<file path="src/rtl/fixed_div_iter.sv">
// Iterative restoring divider for sign-magnitude fixed-point operands.
// Retires R quotient bits per cycle; optional rounding, saturation, abort.
module fixed_div_iter #(
    parameter int N = 32,
    parameter int Q = 16,
    parameter int R = 1
) (
    input  logic         clk_i,
    input  logic         nrst_i,
    input  logic         start_i,
    input  logic         flush_i,
    input  logic         round_i,
    input  logic [N-1:0] opA_i,
    input  logic [N-1:0] opB_i,
    output logic         ready_o,
    output logic         done_o,
    output logic [N-1:0] result_o,
    output logic         dz_o,
    output logic         ovf_o
);

    localparam int K  = N - 1 + Q;
    localparam int C  = (K + R - 1) / R;
    localparam int W  = C * R;
    localparam int CW = $clog2(C + 1);

    typedef enum logic [1:0] {
        S_IDLE = 2'd0,
        S_CALC = 2'd1,
        S_FIN  = 2'd2
    } state_t;

    state_t         state_q, state_d;
    logic [CW-1:0]  cnt_q, cnt_d;
    logic [N-1:0]   rem_q, rem_d;
    logic [W-1:0]   dvd_q, dvd_d;
    logic [W-1:0]   quo_q, quo_d;
    logic [N-2:0]   bm_q, bm_d;
    logic           sign_q, sign_d;
    logic           round_q, round_d;
    logic           dz_pend_q, dz_pend_d;
    logic [N-1:0]   result_q, result_d;
    logic           dz_q, dz_d;
    logic           ovf_q, ovf_d;
    logic           done_q, done_d;

    logic [W-1:0]   dvd_init;
    logic [N-1:0]   rem_step;
    logic [N-1:0]   rem_sh;
    logic [R-1:0]   qbits;
    logic           inc;
    logic [W:0]     quo_rnd;
    logic           big;
    logic [N-2:0]   fin_mag;
    logic           fin_ovf;
    logic [N-1:0]   fin_result;

    // Dividend magnitude pre-shifted by Q, zero-padded at the top to W bits.
    always_comb begin
        dvd_init = '0;
        dvd_init[K-1:0] = {opA_i[N-2:0], {Q{1'b0}}};
    end

    // R chained restoring steps, MSB-first; the remainder always stays below
    // the divisor, so shifting left never loses its top bit.
    always_comb begin
        rem_step = rem_q;
        rem_sh   = '0;
        qbits    = '0;
        for (int i = 0; i < R; i++) begin
            rem_sh = {rem_step[N-2:0], dvd_q[W-1-i]};
            if (rem_sh >= {1'b0, bm_q}) begin
                rem_step       = rem_sh - {1'b0, bm_q};
                qbits[R-1-i]   = 1'b1;
            end else begin
                rem_step = rem_sh;
            end
        end
    end

    // Final rounding and saturation; rounding compare is done at N+1 bits.
    always_comb begin
        inc     = round_q && ({rem_q, 1'b0} >= {2'b00, bm_q});
        quo_rnd = {1'b0, quo_q} + {{W{1'b0}}, inc};
        big     = |quo_rnd[W:N-1];
        if (dz_pend_q) begin
            fin_mag = '1;
            fin_ovf = 1'b0;
        end else if (big) begin
            fin_mag = '1;
            fin_ovf = 1'b1;
        end else begin
            fin_mag = quo_rnd[N-2:0];
            fin_ovf = 1'b0;
        end
        fin_result = {sign_q & (|fin_mag), fin_mag};
    end

    always_comb begin
        state_d   = state_q;
        cnt_d     = cnt_q;
        rem_d     = rem_q;
        dvd_d     = dvd_q;
        quo_d     = quo_q;
        bm_d      = bm_q;
        sign_d    = sign_q;
        round_d   = round_q;
        dz_pend_d = dz_pend_q;
        result_d  = result_q;
        dz_d      = dz_q;
        ovf_d     = ovf_q;
        done_d    = 1'b0;
        if (flush_i) begin
            state_d = S_IDLE;
        end else begin
            case (state_q)
                S_IDLE: begin
                    if (start_i) begin
                        rem_d     = '0;
                        dvd_d     = dvd_init;
                        quo_d     = '0;
                        bm_d      = opB_i[N-2:0];
                        sign_d    = opA_i[N-1] ^ opB_i[N-1];
                        round_d   = round_i;
                        dz_pend_d = ~(|opB_i[N-2:0]);
                        if (dz_pend_d) begin
                            state_d = S_FIN;
                        end else begin
                            state_d = S_CALC;
                            cnt_d   = CW'(C - 1);
                        end
                    end
                end
                S_CALC: begin
                    rem_d = rem_step;
                    dvd_d = dvd_q << R;
                    quo_d = {quo_q[W-R-1:0], qbits};
                    if (cnt_q == '0) begin
                        state_d = S_FIN;
                    end else begin
                        cnt_d = cnt_q - CW'(1);
                    end
                end
                S_FIN: begin
                    result_d = fin_result;
                    dz_d     = dz_pend_q;
                    ovf_d    = fin_ovf;
                    done_d   = 1'b1;
                    state_d  = S_IDLE;
                end
                default: begin
                    state_d = S_IDLE;
                end
            endcase
        end
    end

    always_ff @(posedge clk_i or negedge nrst_i) begin
        if (!nrst_i) begin
            state_q   <= S_IDLE;
            cnt_q     <= '0;
            rem_q     <= '0;
            dvd_q     <= '0;
            quo_q     <= '0;
            bm_q      <= '0;
            sign_q    <= 1'b0;
            round_q   <= 1'b0;
            dz_pend_q <= 1'b0;
            result_q  <= '0;
            dz_q      <= 1'b0;
            ovf_q     <= 1'b0;
            done_q    <= 1'b0;
        end else begin
            state_q   <= state_d;
            cnt_q     <= cnt_d;
            rem_q     <= rem_d;
            dvd_q     <= dvd_d;
            quo_q     <= quo_d;
            bm_q      <= bm_d;
            sign_q    <= sign_d;
            round_q   <= round_d;
            dz_pend_q <= dz_pend_d;
            result_q  <= result_d;
            dz_q      <= dz_d;
            ovf_q     <= ovf_d;
            done_q    <= done_d;
        end
    end

    assign ready_o  = (state_q == S_IDLE);
    assign done_o   = done_q;
    assign result_o = result_q;
    assign dz_o     = dz_q;
    assign ovf_o    = ovf_q;

endmodule

</file>
<file path="config.mk">
export PLATFORM = sky130hd
export DESIGN_NAME = fixed_div_iter
export DESIGN_NICKNAME = d
export VERILOG_FILES = /design/src/rtl/fixed_div_iter.sv
export SDC_FILE = /design/constraint.sdc
export NUM_CORES = 1
export LEC_CHECK = 0
export BUFFER_PORTS_ARGS = -buffer_cell sky130_fd_sc_hd__buf_4
export CAP_MARGIN = 20
export CORE_MARGIN = 4
export CORE_UTILIZATION = 55
export CTS_CLUSTER_SIZE = 8
export DETAILED_ROUTE_END_ITERATION = 6
export PLACE_DENSITY = 0.75
export SETUP_SLACK_MARGIN = 0.15
export SLEW_MARGIN = 20
export SYNTH_ARGS = -nofsm -noshare
export SYNTH_HDL_FRONTEND = slang
export SYNTH_SLANG_ARGS = --single-unit
</file>
<file path="constraint.sdc">
create_clock -name clk_i -period 11.05 [get_ports clk_i]
set_clock_uncertainty 0.1 [all_clocks]
set_input_delay 1.105 -clock clk_i [delete_from_list [all_inputs] [get_ports clk_i]]
set_output_delay 1.105 -clock clk_i [all_outputs]
set_load 0.02 [all_outputs]
</file>
==> results of run 1 <==
cells by family (layout without fill, tap and decap cells):
family | count (synthesis) | count (layout) | share of synthesized area (%)
AO/OA/AOI/OAI | 338 | 338 | 19.11
AND/OR/NAND/NOR | 474 | 474 | 19.94
buffers and inverters | 127 | 195 | 4.910
adder cells (fa/ha/maj) | 36 | 36 | 4.189
flip-flops | 187 | 187 | 42.81
multiplexers | 44 | 44 | 4.155
XOR/XNOR | 61 | 61 | 4.887
power breakdown:
group | internal, mW | switching (mW)
logic | 0.476 | 0.665
clock network | 0.319 | 0.287
registers | 0.824 | 0.0921
total | 1.62 | 1.04
how the worst max path moves through the flow:
stage	cells after the start	endpoint
6_report	21	result_o[0]
5_1_grt	21	result_o[0]
4_1_cts	21	result_o[0]
3_5_place_dp	21	result_o[9]
3_3_place_gp	21	result_o[9]
2_1_floorplan	22	result_o[23]
flip-flops by register name, indices dropped and copies added, names as in the netlist:
name / flops
cnt_q: 6
sign_q: 1
dvd_q: 31
result_o: 32
bm_q: 31
rem_q: 32
round_q: 1
state_q: 2
done_o: 1
ovf_o: 1
dz_o: 1
dz_pend_q: 1
quo_q: 47
final cells by class:
class	count	area, um2
fill	1753	7126
multi-input combinational	953	5761
sequential	187	4679
timing repair buffer	113	858.3
clock buffer	17	425.4
tap	265	331.6
inverter	50	187.7
clock inverter	15	157.7
synthesized netlist by cell type, drive strengths merged (6+ instances only):
master  number  area share, %
a21o        25            1.7
a21oi       70            3.9
a22o        12           0.96
a31oi        9           0.52
a32oi        6           0.48
and2         7           0.40
and3        12           0.69
buf         23            1.3
clkbuf      54            1.9
dfrtp      187             43
ha          35            4.0
inv         50            1.7
mux2         8           0.86
mux2i       36            3.3
nand2      234            8.1
nand2b       8           0.46
nand3       30            1.4
nand4       22            1.4
nor2        94            3.2
nor3        16           0.82
nor4        19            1.4
o21a         7           0.48
o21ai      159            7.3
o31ai       11           0.76
or2          7           0.40
xnor2       27            2.2
xor2        34            2.7
stage by stage:
step                      instances  power [mW]  hold slack, ns
after floorplan                1267       1.750          0.3496
after global placement         1568       2.031          0.3628
after detailed placement       1568       2.056          0.3720
after CTS                      1600       2.670          0.3882
after global routing           1600       2.857          0.4051
final                          1600       2.663          0.3829
tightest hold or removal path, cell delays in order, from the launching register on:
cell,delay (ns)
dfrtp_1,0.35
nand2_1,0.05
o21ai_0,0.06
placed cells by master, fill, tap and decap left out, types with 7 or more instances in the layout:
master and n:
nand2_1 233, dfrtp_1 187, o21ai_0 158, buf_4 111, nor2_1 94, inv_1 50
a21oi_1 50, mux2i_1 36, ha_1 35, xor2_1 34, nand3_1 29, xnor2_1 27
a21o_1 25, nand4_1 21, a21oi_2 20, nor4_1 17, clkbuf_16 17, nor3_1 14
and3_1 12, a22o_1 12, o31ai_1 11, a31oi_1 8, nand2b_1 8, or2_2 7
mux2_2 7, o21a_1 7
layer usage:
layer  part of all wire, %  up-vias  track usage [%]
li1                      -     4517                -
met3                   3.6       32            3.191
met2                    50      182            40.01
met4                   1.5        0            6.407
met1                    45     4350            30.69
met5                     0        -                0
==> results.py, run 1 <==
metrics = {
    "layout": {
        "syn_to_final_growth_pct": 13.44,
        "diodes": 0,
        "design_area_mm2": 0.01240,
        "fin_util_pct": 63.51,
        "fin_nets": 1427,
        "drive_gt1_share_pct": 14.53,
    },
    "clocking": {
        "cts_made_buffers": 17,
        "post_cts_resized": 0,
        "cts_tree": "built",
        "insertion_delay_ns": 0.44,
        "postCtsSetupBuffers": 0,
        "cts_sinks": 187,
        "cts_buffer_depth": 2,
        "hold_buffers": 0,
        "ctsHtreeMaxLevel": 4,
        "cts-root-buf": "clkbuf_16",
        "path_clk_slew_ns": 0.07,
    },
    "logic_synthesis": {
        "synth_area_mm2": 0.01093,
        "ys_seq_area_share_pct": 42.81,
        "synth_warnings": 0,
        "synth_ff_type": "dfrtp_1",
        "synth_edf_count": 0,
        "ys_ff_latch": 187,
        "avgSynthCellArea_um2": 8.628,
        "yosys.cell_types.count": 73,
        "synthArstFlopShare_pct": 100.0,
        "syn_inst": 1267,
        "syn_nets": 1372,
    },
    "setup_path": {
        "r2r-start": "rem_q[17]",
        "path_class": "reg -> reg",
        "critPathTopFamily": "simple AND/OR/NAND/NOR gates",
        "r2r_end": "result_o[0]",
        "cp-end-kind": "register",
        "r2r_slack_ns": 5.35,
        "cp_max_fo": 17,
        "path_cells": "ha_1 -> a21o_1 -> a21o_1 -> a21o_1 -> a21oi_1 -> o21ai_0 -> nand3_1 -> nor3_1 -> o31a_1 -> ha_1 -> nand2_1 -> nor4_4 -> nand2_2 -> nor4_4 -> nand3_2 -> mux2_4 -> o32ai_1 -> and4b_1 -> and3b_1 -> buf_4 -> a21oi_1",
        "path_buf_inv": 1,
        "crit_required_ns": 11.27,
        "path_common_cell": "a21o_1",
        "critPathLaunchType": "register",
        "worstPathArrival_ns": 5.92,
        "crit_start": "rem_q[17]",
        "cpMaxStageDelayCell": "and3b_1",
        "ff2ff_path_depth": 21,
        "cpPeakStageDelay_ns": 0.57,
    },
    "placement": {
        "place_congestion": 0.9229,
        "pre_cts_slack_ns": 5.394,
        "hpwl_um": 18090,
        "port_buffers": 104,
        "place_area_mm2": 0.01181,
    },
    "drt": {
        "vias": 9081,
        "first_iter_violations": 551,
        "drc": 0,
        "ant_nets": 0,
        "vias_per_cell": 5.676,
        "wl_per_cell_um": 15.76,
        "wirelength_um": 25220,
        "firstDrtPassIters": 5,
    },
    "hold_path": {
        "whs_path_depth": 2,
        "hold_path.class": "reg -> reg",
        "hold_start": "dvd_q[39]",
        "min_to": "dvd_q[39]",
    },
    "pwr": {
        "p_leak_nw": 5.578,
        "max-vdd-ir-drop_uv": 116.2,
        "p_per_area_mw_per_mm2": 214.7,
    },
    "floorplanning": {
        "fp.dieH_um": 149.0,
        "rows": 51,
        "initial_utilization_pct": 55.98,
        "core_area_mm2": 0.01953,
        "dieArea_mm2": 0.02220,
        "die_x_um": 149.0,
        "ioPinCount": 105,
    },
    "grt": {
        "grt_pass1_wl_um": 42360,
        "grt_pass1_vias": 8772,
        "grt.total_usage_pct": 23.15,
        "gr-total-overflow": 0,
        "grt_max_degree": 128,
        "antenna_found_initial": 0,
    },
    "timing": {
        "fin_setup_tns_ns": 0,
        "finalHoldViolCount": 0,
        "worst_pin_slew_ns": 0.9469,
        "period_needed_ns": 5.697,
        "finalCritPeriodShare_pct": 51.55,
        "maxSlewViolCount": 0,
        "setup_viol": 0,
        "relSlewSlack_pct": 36.87,
        "max_freq_mhz": 175.5,
        "rsz0062_at_grt": "false",
        "finalWorstSetupSlack_ns": 5.353,
    },
    "run_status": {
        "status": "finished clean",
    },
    "run": {
        "maxCapViolCount": 0,
    },
}
Note: power is estimated with default switching activity, not from simulation.
==> run 2, diff against run 1 <==
- clock period: 11.05 -> 5.5 ns (I/O delays scaled with it)
==> run 2 against run 1 <==
- final cell count grew 0.31%
- utilization up 0.33 points
- maximum frequency rose by 14%
- sequential cell count unchanged
- clock power up 110%
- register-to-register slack got worse by 4.8 ns
- critical path type unchanged
- critical endpoint is now result_o[27]
- largest cell class unchanged
==> results.py, run 2 (same netlist as run 1, synthesis figures left out) <==
metrics = {
    "timing": {
        "max_freq_mhz": 200.9,
        "setup_viol": 0,
        "finalWorstSetupSlack_ns": 0.5224,
        "worst_pin_slew_ns": 1.012,
        "maxSlewViolCount": 0,
        "finalCritPeriodShare_pct": 90.50,
        "relSlewSlack_pct": 32.39,
        "fin_setup_tns_ns": 0,
        "period_needed_ns": 4.978,
        "finalHoldViolCount": 0,
        "rsz0062_at_grt": "false",
    },
    "setup_path": {
        "cp-end-kind": "register",
        "crit_required_ns": 5.72,
        "cpMaxStageDelayCell": "dfrtp_1",
        "worstPathArrival_ns": 5.20,
        "critPathLaunchType": "register",
        "path_cells": "ha_1 -> and2_0 -> nand3_1 -> o21ai_0 -> a21oi_1 -> nor3_1 -> o31a_1 -> ha_1 -> nand2_1 -> nor4_4 -> nand2_2 -> nor4_4 -> nand3_2 -> mux2_4 -> o32ai_1 -> and4b_2 -> and3b_1 -> buf_12 -> a31oi_1",
        "cpPeakStageDelay_ns": 0.40,
        "cp_max_fo": 28,
        "path_class": "reg -> reg",
        "ff2ff_path_depth": 19,
    },
    "layout": {
        "stdcell_count": 1605,
        "drive_gt1_share_pct": 14.93,
        "final_cell_mix": "233 x nand2_1, 187 x dfrtp_1, 157 x o21ai_0",
        "regMostFlops": "quo_q",
        "layout_commonest_cell": "nand2_1",
        "largest_register_ffs": 47,
        "fin_nets": 1432,
        "syn_to_final_growth_pct": 14.02,
        "diodes": 0,
    },
    "grt": {
        "grt_max_degree": 112,
        "grt_busiest_layer": "met2",
        "grt_pass1_vias": 8623,
        "grt.total_usage_pct": 23.26,
        "antenna_found_initial": 0,
        "grtUsageMet3_pct": 4.011,
        "grtUsageMet2_pct": 38.58,
        "gr-total-overflow": 0,
        "grt_pass1_wl_um": 42480,
        "grtUsageMet1_pct": 31.85,
    },
    "clocking": {
        "cts_tree": "built",
        "cts_sinks": 187,
        "path_clk_slew_ns": 0.07,
        "insertion_delay_ns": 0.44,
        "cts-root-buf": "clkbuf_16",
        "ctsHtreeMaxLevel": 4,
        "cts_made_buffers": 17,
        "hold_buffers": 0,
        "cts_buffer_depth": 2,
    },
    "placement": {
        "port_buffers": 104,
        "hpwl_um": 18070,
        "pre_cts_slack_ns": 0.3676,
        "place_inst": 1569,
        "place_congestion": 0.9272,
    },
    "floorplanning": {
        "fp.dieH_um": 149.0,
        "initial_utilization_pct": 55.98,
        "dieArea_mm2": 0.02220,
        "die_x_um": 149.0,
        "rows": 51,
        "ioPinCount": 105,
        "core_area_mm2": 0.01953,
    },
    "pwr": {
        "p_seq_share_pct": 34.2,
        "power.switching_mw": 2.064,
        "pwr-share-clk_pct": 23.2,
        "intPower_mw": 3.314,
        "p_per_area_mw_per_mm2": 431.5,
        "p_leak_nw": 5.618,
        "sw_frac_of_total_pct": 38.38,
        "combPwrFrac_pct": 42.6,
        "max-vdd-ir-drop_uv": 251.7,
    },
    "drt": {
        "firstDrtPassIters": 5,
        "ant_nets": 0,
        "wl_per_cell_um": 15.76,
        "wirelength_um": 25300,
        "vias_per_cell": 5.679,
        "drc": 0,
        "vias": 9114,
        "first_iter_violations": 589,
    },
    "hold_path": {
        "hold_path.class": "in -> async",
    },
    "run": {
        "maxCapViolCount": 0,
    },
    "run_status": {
        "status": "finished clean",
    },
}
run 2: changes by cell type in the layout (fill, tap and decap cells not counted), moves of 2 or more:
cell	before	now
inv_6	4	2
clkinv_2	1	3
buf_4	111	116
clkbuf_8	1	3
clkinvlp_4	3	1
run 2: layer usage:
layer | part of all wire, % | vias to the layer above
li1 | - | 4532
met1 | 45 | 4335
met2 | 49 | 210
met3 | 4.8 | 37
met4 | 1.7 | 0
met5 | 0 | -
run 2: worst paths after layout:
kind,from,to,slack (ns)
setup / recovery,rem_q[11],result_o[27],0.52
hold reg to reg,dvd_q[23],dvd_q[23],0.38
hold / removal,nrst_i,quo_q[14],0.08
max in group asynchronous,nrst_i,bm_q[8],4.09
min in group clk_i,opB_i[26],bm_q[26],0.22
setup reg to reg,rem_q[11],result_o[27],0.52
run 2: worst max-delay path, delay by kind of cell (launching register included):
family | cells | cell delay (ns)
AO/OA/AOI/OAI | 5 | 0.80
AND/OR/NAND/NOR | 10 | 2.39
adder cells (fa/ha/maj) | 2 | 0.63
buffers and inverters | 1 | 0.21
multiplexers | 1 | 0.32
flip-flops | 1 | 0.40
run 2: what timing repair did:
action,4_1_cts,5_1_grt
setup endpoints to repair,0,29
buffers inserted,0,4
gates resized for setup,0,3
run 2: area by class of cell:
type / instances / area, um2
fill: 1664 / 7062
multi-input combinational: 953 / 5767
sequential: 187 / 4679
timing repair buffer: 118 / 904.6
clock buffer: 20 / 456.7
tap: 265 / 331.6
inverter: 50 / 187.7
clock inverter: 12 / 137.6
run 2: stage by stage:
stage	area [um2]	util, %	hold WS [ns]	total power [mW]
3_5_place_dp	11830	60.60	0.3706	4.130
5_1_grt	12460	63.83	0.1185	5.761
6_report	12460	63.83	0.07579	5.379
2_1_floorplan	10930	-	0.1544	3.517
3_3_place_gp	11830	60.60	0.3616	4.082
4_1_cts	12430	63.65	0.09598	5.395
run 2: power groups by stage:
stage | registers, mW | clock network, mW | logic (mW)
2_1_floorplan | 1.93 | 0 | 1.58
3_3_place_gp | 1.85 | 0 | 2.23
3_5_place_dp | 1.86 | 0 | 2.27
4_1_cts | 1.84 | 1.27 | 2.29
5_1_grt | 1.88 | 1.33 | 2.55
6_report | 1.84 | 1.25 | 2.29
